`config.mk`:
```
export PLATFORM = sky130hd
export DESIGN_NAME = occ_fetch
export DESIGN_NICKNAME = d
export VERILOG_FILES = /design/src/rtl/occ_pkg.sv /design/src/rtl/occ_pend_fifo.sv /design/src/rtl/occ_fetch.sv
export SDC_FILE = /design/constraint.sdc
export NUM_CORES = 1
export LEC_CHECK = 0
export CORE_AREA = 2 2 440 442
export DETAILED_ROUTE_END_ITERATION = 8
export DIE_AREA = 0 0 442 444
export PLACE_DENSITY = 0.32
export SETUP_SLACK_MARGIN = 0.02
export SYNTH_ARGS = -nofsm -noshare
export SYNTH_HDL_FRONTEND = slang
export SYNTH_SLANG_ARGS = --single-unit
```
`constraint.sdc`:
```
create_clock -name clk -period 6.5 [get_ports clk]
set_input_delay 1.3 -clock clk [delete_from_list [all_inputs] [get_ports clk]]
set_output_delay 1.3 -clock clk [all_outputs]
set_load 0.05 [all_outputs]
```
`src/rtl/occ_pkg.sv`:
```
// Shared constants and the pending-request record for the occurrence-table fetch path.
package occ_pkg;

    localparam int OCC_BLOCK_BYTES   = 64;
    localparam int OCC_BLOCK_LOG2    = 6;
    localparam int OCC_SHIFT_DEFAULT = 7;
    localparam int OCC_TAG_W_DEFAULT = 8;

    typedef struct packed {
        logic [OCC_TAG_W_DEFAULT-1:0] tag;
        logic [OCC_SHIFT_DEFAULT-1:0] offset;
    } occ_pend_t;

endpackage

```
`src/rtl/occ_pend_fifo.sv`:
```
// Small synchronous FIFO with full/empty flags; DEPTH must be a power of two >= 2.
module occ_pend_fifo
    import occ_pkg::*;
#(
    parameter int  DEPTH = 4,
    parameter type T     = occ_pend_t
) (
    input  logic clk,
    input  logic rst,
    input  logic push,
    input  T     wdata,
    input  logic pop,
    output T     rdata,
    output logic full,
    output logic empty
);

    localparam int AW = $clog2(DEPTH);
    localparam logic [AW:0] PTR_ONE = {{AW{1'b0}}, 1'b1};

    logic [AW:0] wptr_r;
    logic [AW:0] rptr_r;
    T            mem_r [DEPTH];

    // Pointer and storage update; the extra pointer bit distinguishes full from empty.
    always_ff @(posedge clk) begin
        if (rst) begin
            wptr_r <= '0;
            rptr_r <= '0;
            for (int i = 0; i < DEPTH; i++) begin
                mem_r[i] <= '0;
            end
        end else begin
            if (push) begin
                mem_r[wptr_r[AW-1:0]] <= wdata;
                wptr_r                <= wptr_r + PTR_ONE;
            end
            if (pop) begin
                rptr_r <= rptr_r + PTR_ONE;
            end
        end
    end

    assign rdata = mem_r[rptr_r[AW-1:0]];
    assign empty = (wptr_r == rptr_r);
    assign full  = (wptr_r[AW] != rptr_r[AW]) && (wptr_r[AW-1:0] == rptr_r[AW-1:0]);

endmodule

```
`src/rtl/occ_fetch.sv`:
```
// AXI4-Lite read master fetching 64-byte occurrence blocks in request order.
// Optional statistics counters are enabled by defining OCC_FETCH_STATS_EN.
module occ_fetch
    import occ_pkg::*;
#(
    parameter logic [39:0] BASE_ADDR       = 40'h00_0000_0000,
    parameter int          POS_W           = 34,
    parameter int          TAG_W           = 8,
    parameter int          DW              = 512,
    parameter int          OCC_SHIFT       = OCC_SHIFT_DEFAULT,
    parameter int          MAX_OUTSTANDING = 4
) (
    input  logic                 clk,
    input  logic                 rst,
    input  logic                 req_valid,
    output logic                 req_ready,
    input  logic [POS_W-1:0]     req_pos,
    input  logic [TAG_W-1:0]     req_tag,
    output logic [39:0]          m_araddr,
    output logic [2:0]           m_arprot,
    output logic                 m_arvalid,
    input  logic                 m_arready,
    input  logic [DW-1:0]        m_rdata,
    input  logic [1:0]           m_rresp,
    input  logic                 m_rvalid,
    output logic                 m_rready,
    output logic                 rsp_valid,
    input  logic                 rsp_ready,
    output logic [DW-1:0]        rsp_data,
    output logic [TAG_W-1:0]     rsp_tag,
    output logic [OCC_SHIFT-1:0] rsp_offset,
    output logic                 rsp_err
`ifdef OCC_FETCH_STATS_EN
    ,
    output logic [31:0]          stat_req_cnt,
    output logic [31:0]          stat_ar_stall,
    output logic [15:0]          stat_err_cnt
`endif
);

    typedef struct packed {
        logic [TAG_W-1:0]     tag;
        logic [OCC_SHIFT-1:0] offset;
    } pend_t;

    logic        accept_s;
    logic        r_hs_s;
    logic        pend_full_s;
    logic        pend_empty_s;
    pend_t       push_s;
    pend_t       head_s;
    logic [39:0] blk_addr_s;

    // Block address wraps modulo 2^40; segment boundaries need no special case.
    assign blk_addr_s = BASE_ADDR + (40'(req_pos >> OCC_SHIFT) << OCC_BLOCK_LOG2);
    assign push_s     = '{tag: req_tag, offset: req_pos[OCC_SHIFT-1:0]};

    assign req_ready = !rst && (!m_arvalid || m_arready) && !pend_full_s;
    assign accept_s  = req_valid && req_ready;
    assign m_rready  = !rst && !pend_empty_s && (!rsp_valid || rsp_ready);
    assign r_hs_s    = m_rvalid && m_rready;
    assign m_arprot  = 3'b000;

    occ_pend_fifo #(
        .DEPTH (MAX_OUTSTANDING),
        .T     (pend_t)
    ) u_pend (
        .clk   (clk),
        .rst   (rst),
        .push  (accept_s),
        .wdata (push_s),
        .pop   (r_hs_s),
        .rdata (head_s),
        .full  (pend_full_s),
        .empty (pend_empty_s)
    );

    // AR register: a new acceptance always takes priority over retiring the current beat.
    always_ff @(posedge clk) begin
        if (rst) begin
            m_arvalid <= 1'b0;
            m_araddr  <= 40'h00_0000_0000;
        end else if (accept_s) begin
            m_arvalid <= 1'b1;
            m_araddr  <= blk_addr_s;
        end else if (m_arready) begin
            m_arvalid <= 1'b0;
        end
    end

    // Output register: tag and offset come from the FIFO head since AXI4-Lite returns in order.
    always_ff @(posedge clk) begin
        if (rst) begin
            rsp_valid  <= 1'b0;
            rsp_data   <= '0;
            rsp_tag    <= '0;
            rsp_offset <= '0;
            rsp_err    <= 1'b0;
        end else if (r_hs_s) begin
            rsp_valid  <= 1'b1;
            rsp_data   <= m_rdata;
            rsp_tag    <= head_s.tag;
            rsp_offset <= head_s.offset;
            rsp_err    <= |m_rresp;
        end else if (rsp_ready) begin
            rsp_valid  <= 1'b0;
        end
    end

`ifdef OCC_FETCH_STATS_EN
    // Free-running statistics, wrapping on overflow.
    always_ff @(posedge clk) begin
        if (rst) begin
            stat_req_cnt  <= 32'd0;
            stat_ar_stall <= 32'd0;
            stat_err_cnt  <= 16'd0;
        end else begin
            if (accept_s) begin
                stat_req_cnt <= stat_req_cnt + 32'd1;
            end
            if (m_arvalid && !m_arready) begin
                stat_ar_stall <= stat_ar_stall + 32'd1;
            end
            if (r_hs_s && (|m_rresp)) begin
                stat_err_cnt <= stat_err_cnt + 16'd1;
            end
        end
    end
`endif

endmodule

```
==> run summary <==
routing usage on met3 - 0.0577
PwrDens - 372 mW/mm^2
area grow syn2layout - 74.1%
Crit path required time - 5.20 ns
clock latency on the worst-skew pair - 0.71 ns
FMAX - 203 MHz
Final Hold Fails - 0
GR Util met2 - 0.224
FF-to-FF setup slack - 3.40 ns
Vias - 22000
placed cells - 6123
post-synth top area cell - dfxtp_1
first-pass GRT wire length - 182 mm
setup tns final - 0 ns
Initial DRC Count - 928
layout cells sized above 1 - 0.0496
Mean Syn Cell Area - 8.42 um^2
post-cts resize count - 0
GR Overflow Total - 0
Horiz. Die Dim - 442 um
TritonCTS Buffers - 88
Synth Register Bits - 623
ys async rst share - 0
Max Cap Violations - 0
number of synthesized flops with an enable pin - 60
final worst setup slack - 1.58 ns
max-slew violations - 0
Buffers on Ports - 1120
total I/O pin count - 1137
Final nets - 4251
Sink Count - 623
cell repeated most along the worst path - clkdlybuf4s50_1
R2R Path Start - u_pend.rptr_r[0]
area of the multi-input gates - 0.00802 mm^2
Most Crowded Layer GR - met2
TritonCTS clock tree - built
Global Route Usage Sum - 0.132
LEAKAGE - 13.1 nW
most numerous cell in the Yosys netlist - nand2_1
clk slew on worst S/H paths - 0.05 ns
worst hold path depth - 2
min-delay src - rsp_data[470]
YS warnings - 0
Area contributors post-synth - dfxtp_1 (51%), nand2_1 (19%), a21oi_1 (13%), edfxtp_1 (8.1%), buf_4 (3.5%)
worst path cell trace - clkdlybuf4s50_1 > nand2b_1 > nand2_1 > nor2_1 > clkdlybuf4s50_1
status - finished clean
post-CTS setup buffer count - 0
GP Congestion - 0.845
Reg area - 0.0131 mm^2
unrepaired setup endpoints after global routing - no
largest net degree at the start of global routing - 162
Synth cell types - 29
clk_skew - 0.0241 ns
slew at the pin closest to its max-slew limit - 0.983 ns
Worst Hold Endpoint - rsp_data[470]
VDD IR max - 0.166 mV
total power - 0.0144 W
Critical Path End Type - output port
drt via density - 3.49
Period Utilization, post-route - 0.757
sequential area share after synthesis - 0.586
Synth Flop Type - dfxtp_1
core footprint - 0.192 mm^2
initial core utilization - 0.116
Synth top cells by count - nand2_1 (1131), dfxtp_1 (563), a21oi_1 (559)
Routed WL - 136 mm
post-synth top area share - 0.506
met1 Usage GRT - 0.146
Post-DP HPWL - 103 mm
fin cells - 6293
WL/cell - 21.6 um
Routed Antenna Nets - 0
Startpoint Class - input port
CP Launch Point - m_arready
worst rel slew slack - 0.343
Clock Tree Root - clkbuf_16
Reg-to-Reg End - rsp_data[340]
minimum clock period - 4.92 ns
Post-Syn Instances - 2647
die area - 0.196 mm^2
Arrival @ worst endpoint - 3.62 ns
Filler Cell Count - 21400
# setup viols final - 0
Synth Cell Area - 0.0223 mm^2
crit path max-delay cell type - clkdlybuf4s50_1
worst-path fanout max - 16
Hold/Removal Path Class - reg -> reg
CP Class - in -> out
drt first pass iters - 4
reg2reg path depth - 7
Place WS - 1.50 ns
CTS max path bufs - 3
Post-CTS Hold Buffers - 0
vias in the first global route - 21500
Row Count - 161
die height - 444 um
post-layout util - 0.203
antenna violations before repair - 36
# H-tree levels - 3
remaining routing DRC violations - 0
CP max stage delay - 0.83 ns
[per-stage QoR]
stage / hold slack (ns) / instance area (um^2)
final: 0.450 / 38800
after global routing: 0.465 / 38800
after CTS: 0.453 / 38800
after detailed placement: 0.445 / 35800
after global placement: 0.441 / 35800
after floorplan: 0.494 / 22300
[critical path, delay by kind of cell]
kind | cells | cell delay [ns]
buffers and inverters | 2 | 1.29
and+or+nand+nor | 3 | 1.02
[flip-flops by register name, summed over array words and instances, names as in the netlist]
register	flops
m_arvalid	1
u_pend.wptr_r	3
rsp_valid	1
rsp_tag	8
rsp_err	1
rsp_data	512
u_pend.rptr_r	3
m_araddr	27
rsp_offset	7
u_pend.mem_r	60
[cells in the final DEF (no fill, tap or decap), types with 6 or more instances in the layout]
cell type / n
buf_12: 9
clkbuf_16: 91
clkbuf_8: 15
bufinv_16: 8
edfxtp_1: 60
clkinv_2: 7
clkbuf_1: 22
nor2_1: 68
dfxtp_1: 563
buf_4: 20
nand2_1: 1131
clkdlybuf4s50_1: 1119
xnor2_1: 6
conb_1: 16
a21oi_1: 559
diode_2: 15
mux4_2: 15
[power breakdown]
part / internal, W / leakage [nW] / switching (W)
combinational: 0.00147 / 6.43 / 0.00327
sequential: 0.00438 / 5.22 / 0.000270
clock: 0.00306 / 1.45 / 0.00198
total: 0.00890 / 13.1 / 0.00552
[how the worst max path moves through the flow]
| stage | end | cells past startpoint |
|---|---|---|
| 3_5_place_dp | req_ready | 5 |
| 5_1_grt | req_ready | 5 |
| 2_1_floorplan | req_ready | 4 |
| 3_3_place_gp | req_ready | 5 |
| 6_report | req_ready | 5 |
| 4_1_cts | req_ready | 5 |
[cell families (layout without fill, tap and decap cells)]
family / after synthesis / after routing / synth area share
AO/OA/AOI/OAI: 569 / 569 / 0.130
XOR/XNOR: 9 / 9 / 0.00421
adder cells (fa/ha/maj): 2 / 2 / 0.00112
buffers and inverters: 217 / 1307 / 0.0579
flip-flops: 623 / 623 / 0.586
multiplexers: 15 / 15 / 0.0152
other: 1 / 31 / 0.000168
AND/OR/NAND/NOR: 1211 / 1211 / 0.205
[metal layers]
layer	vias up	part of all wire
met5	-	0.00025
met4	6	0.027
met3	174	0.090
met2	752	0.49
met1	10400	0.39
li1	10600	-
[area by class of cell]
cell class	instances	share of cell area
Antenna cell	15	0.000967
Clock buffer	128	0.0661
Clock inverter	27	0.0106
Inverter	3	0.000290
Multi-Input combinational cell	1822	0.206
Sequential cell	623	0.337
Tap cell	2526	0.0814
Timing Repair Buffer	1149	0.297
Power figures use the tool's default switching activity.
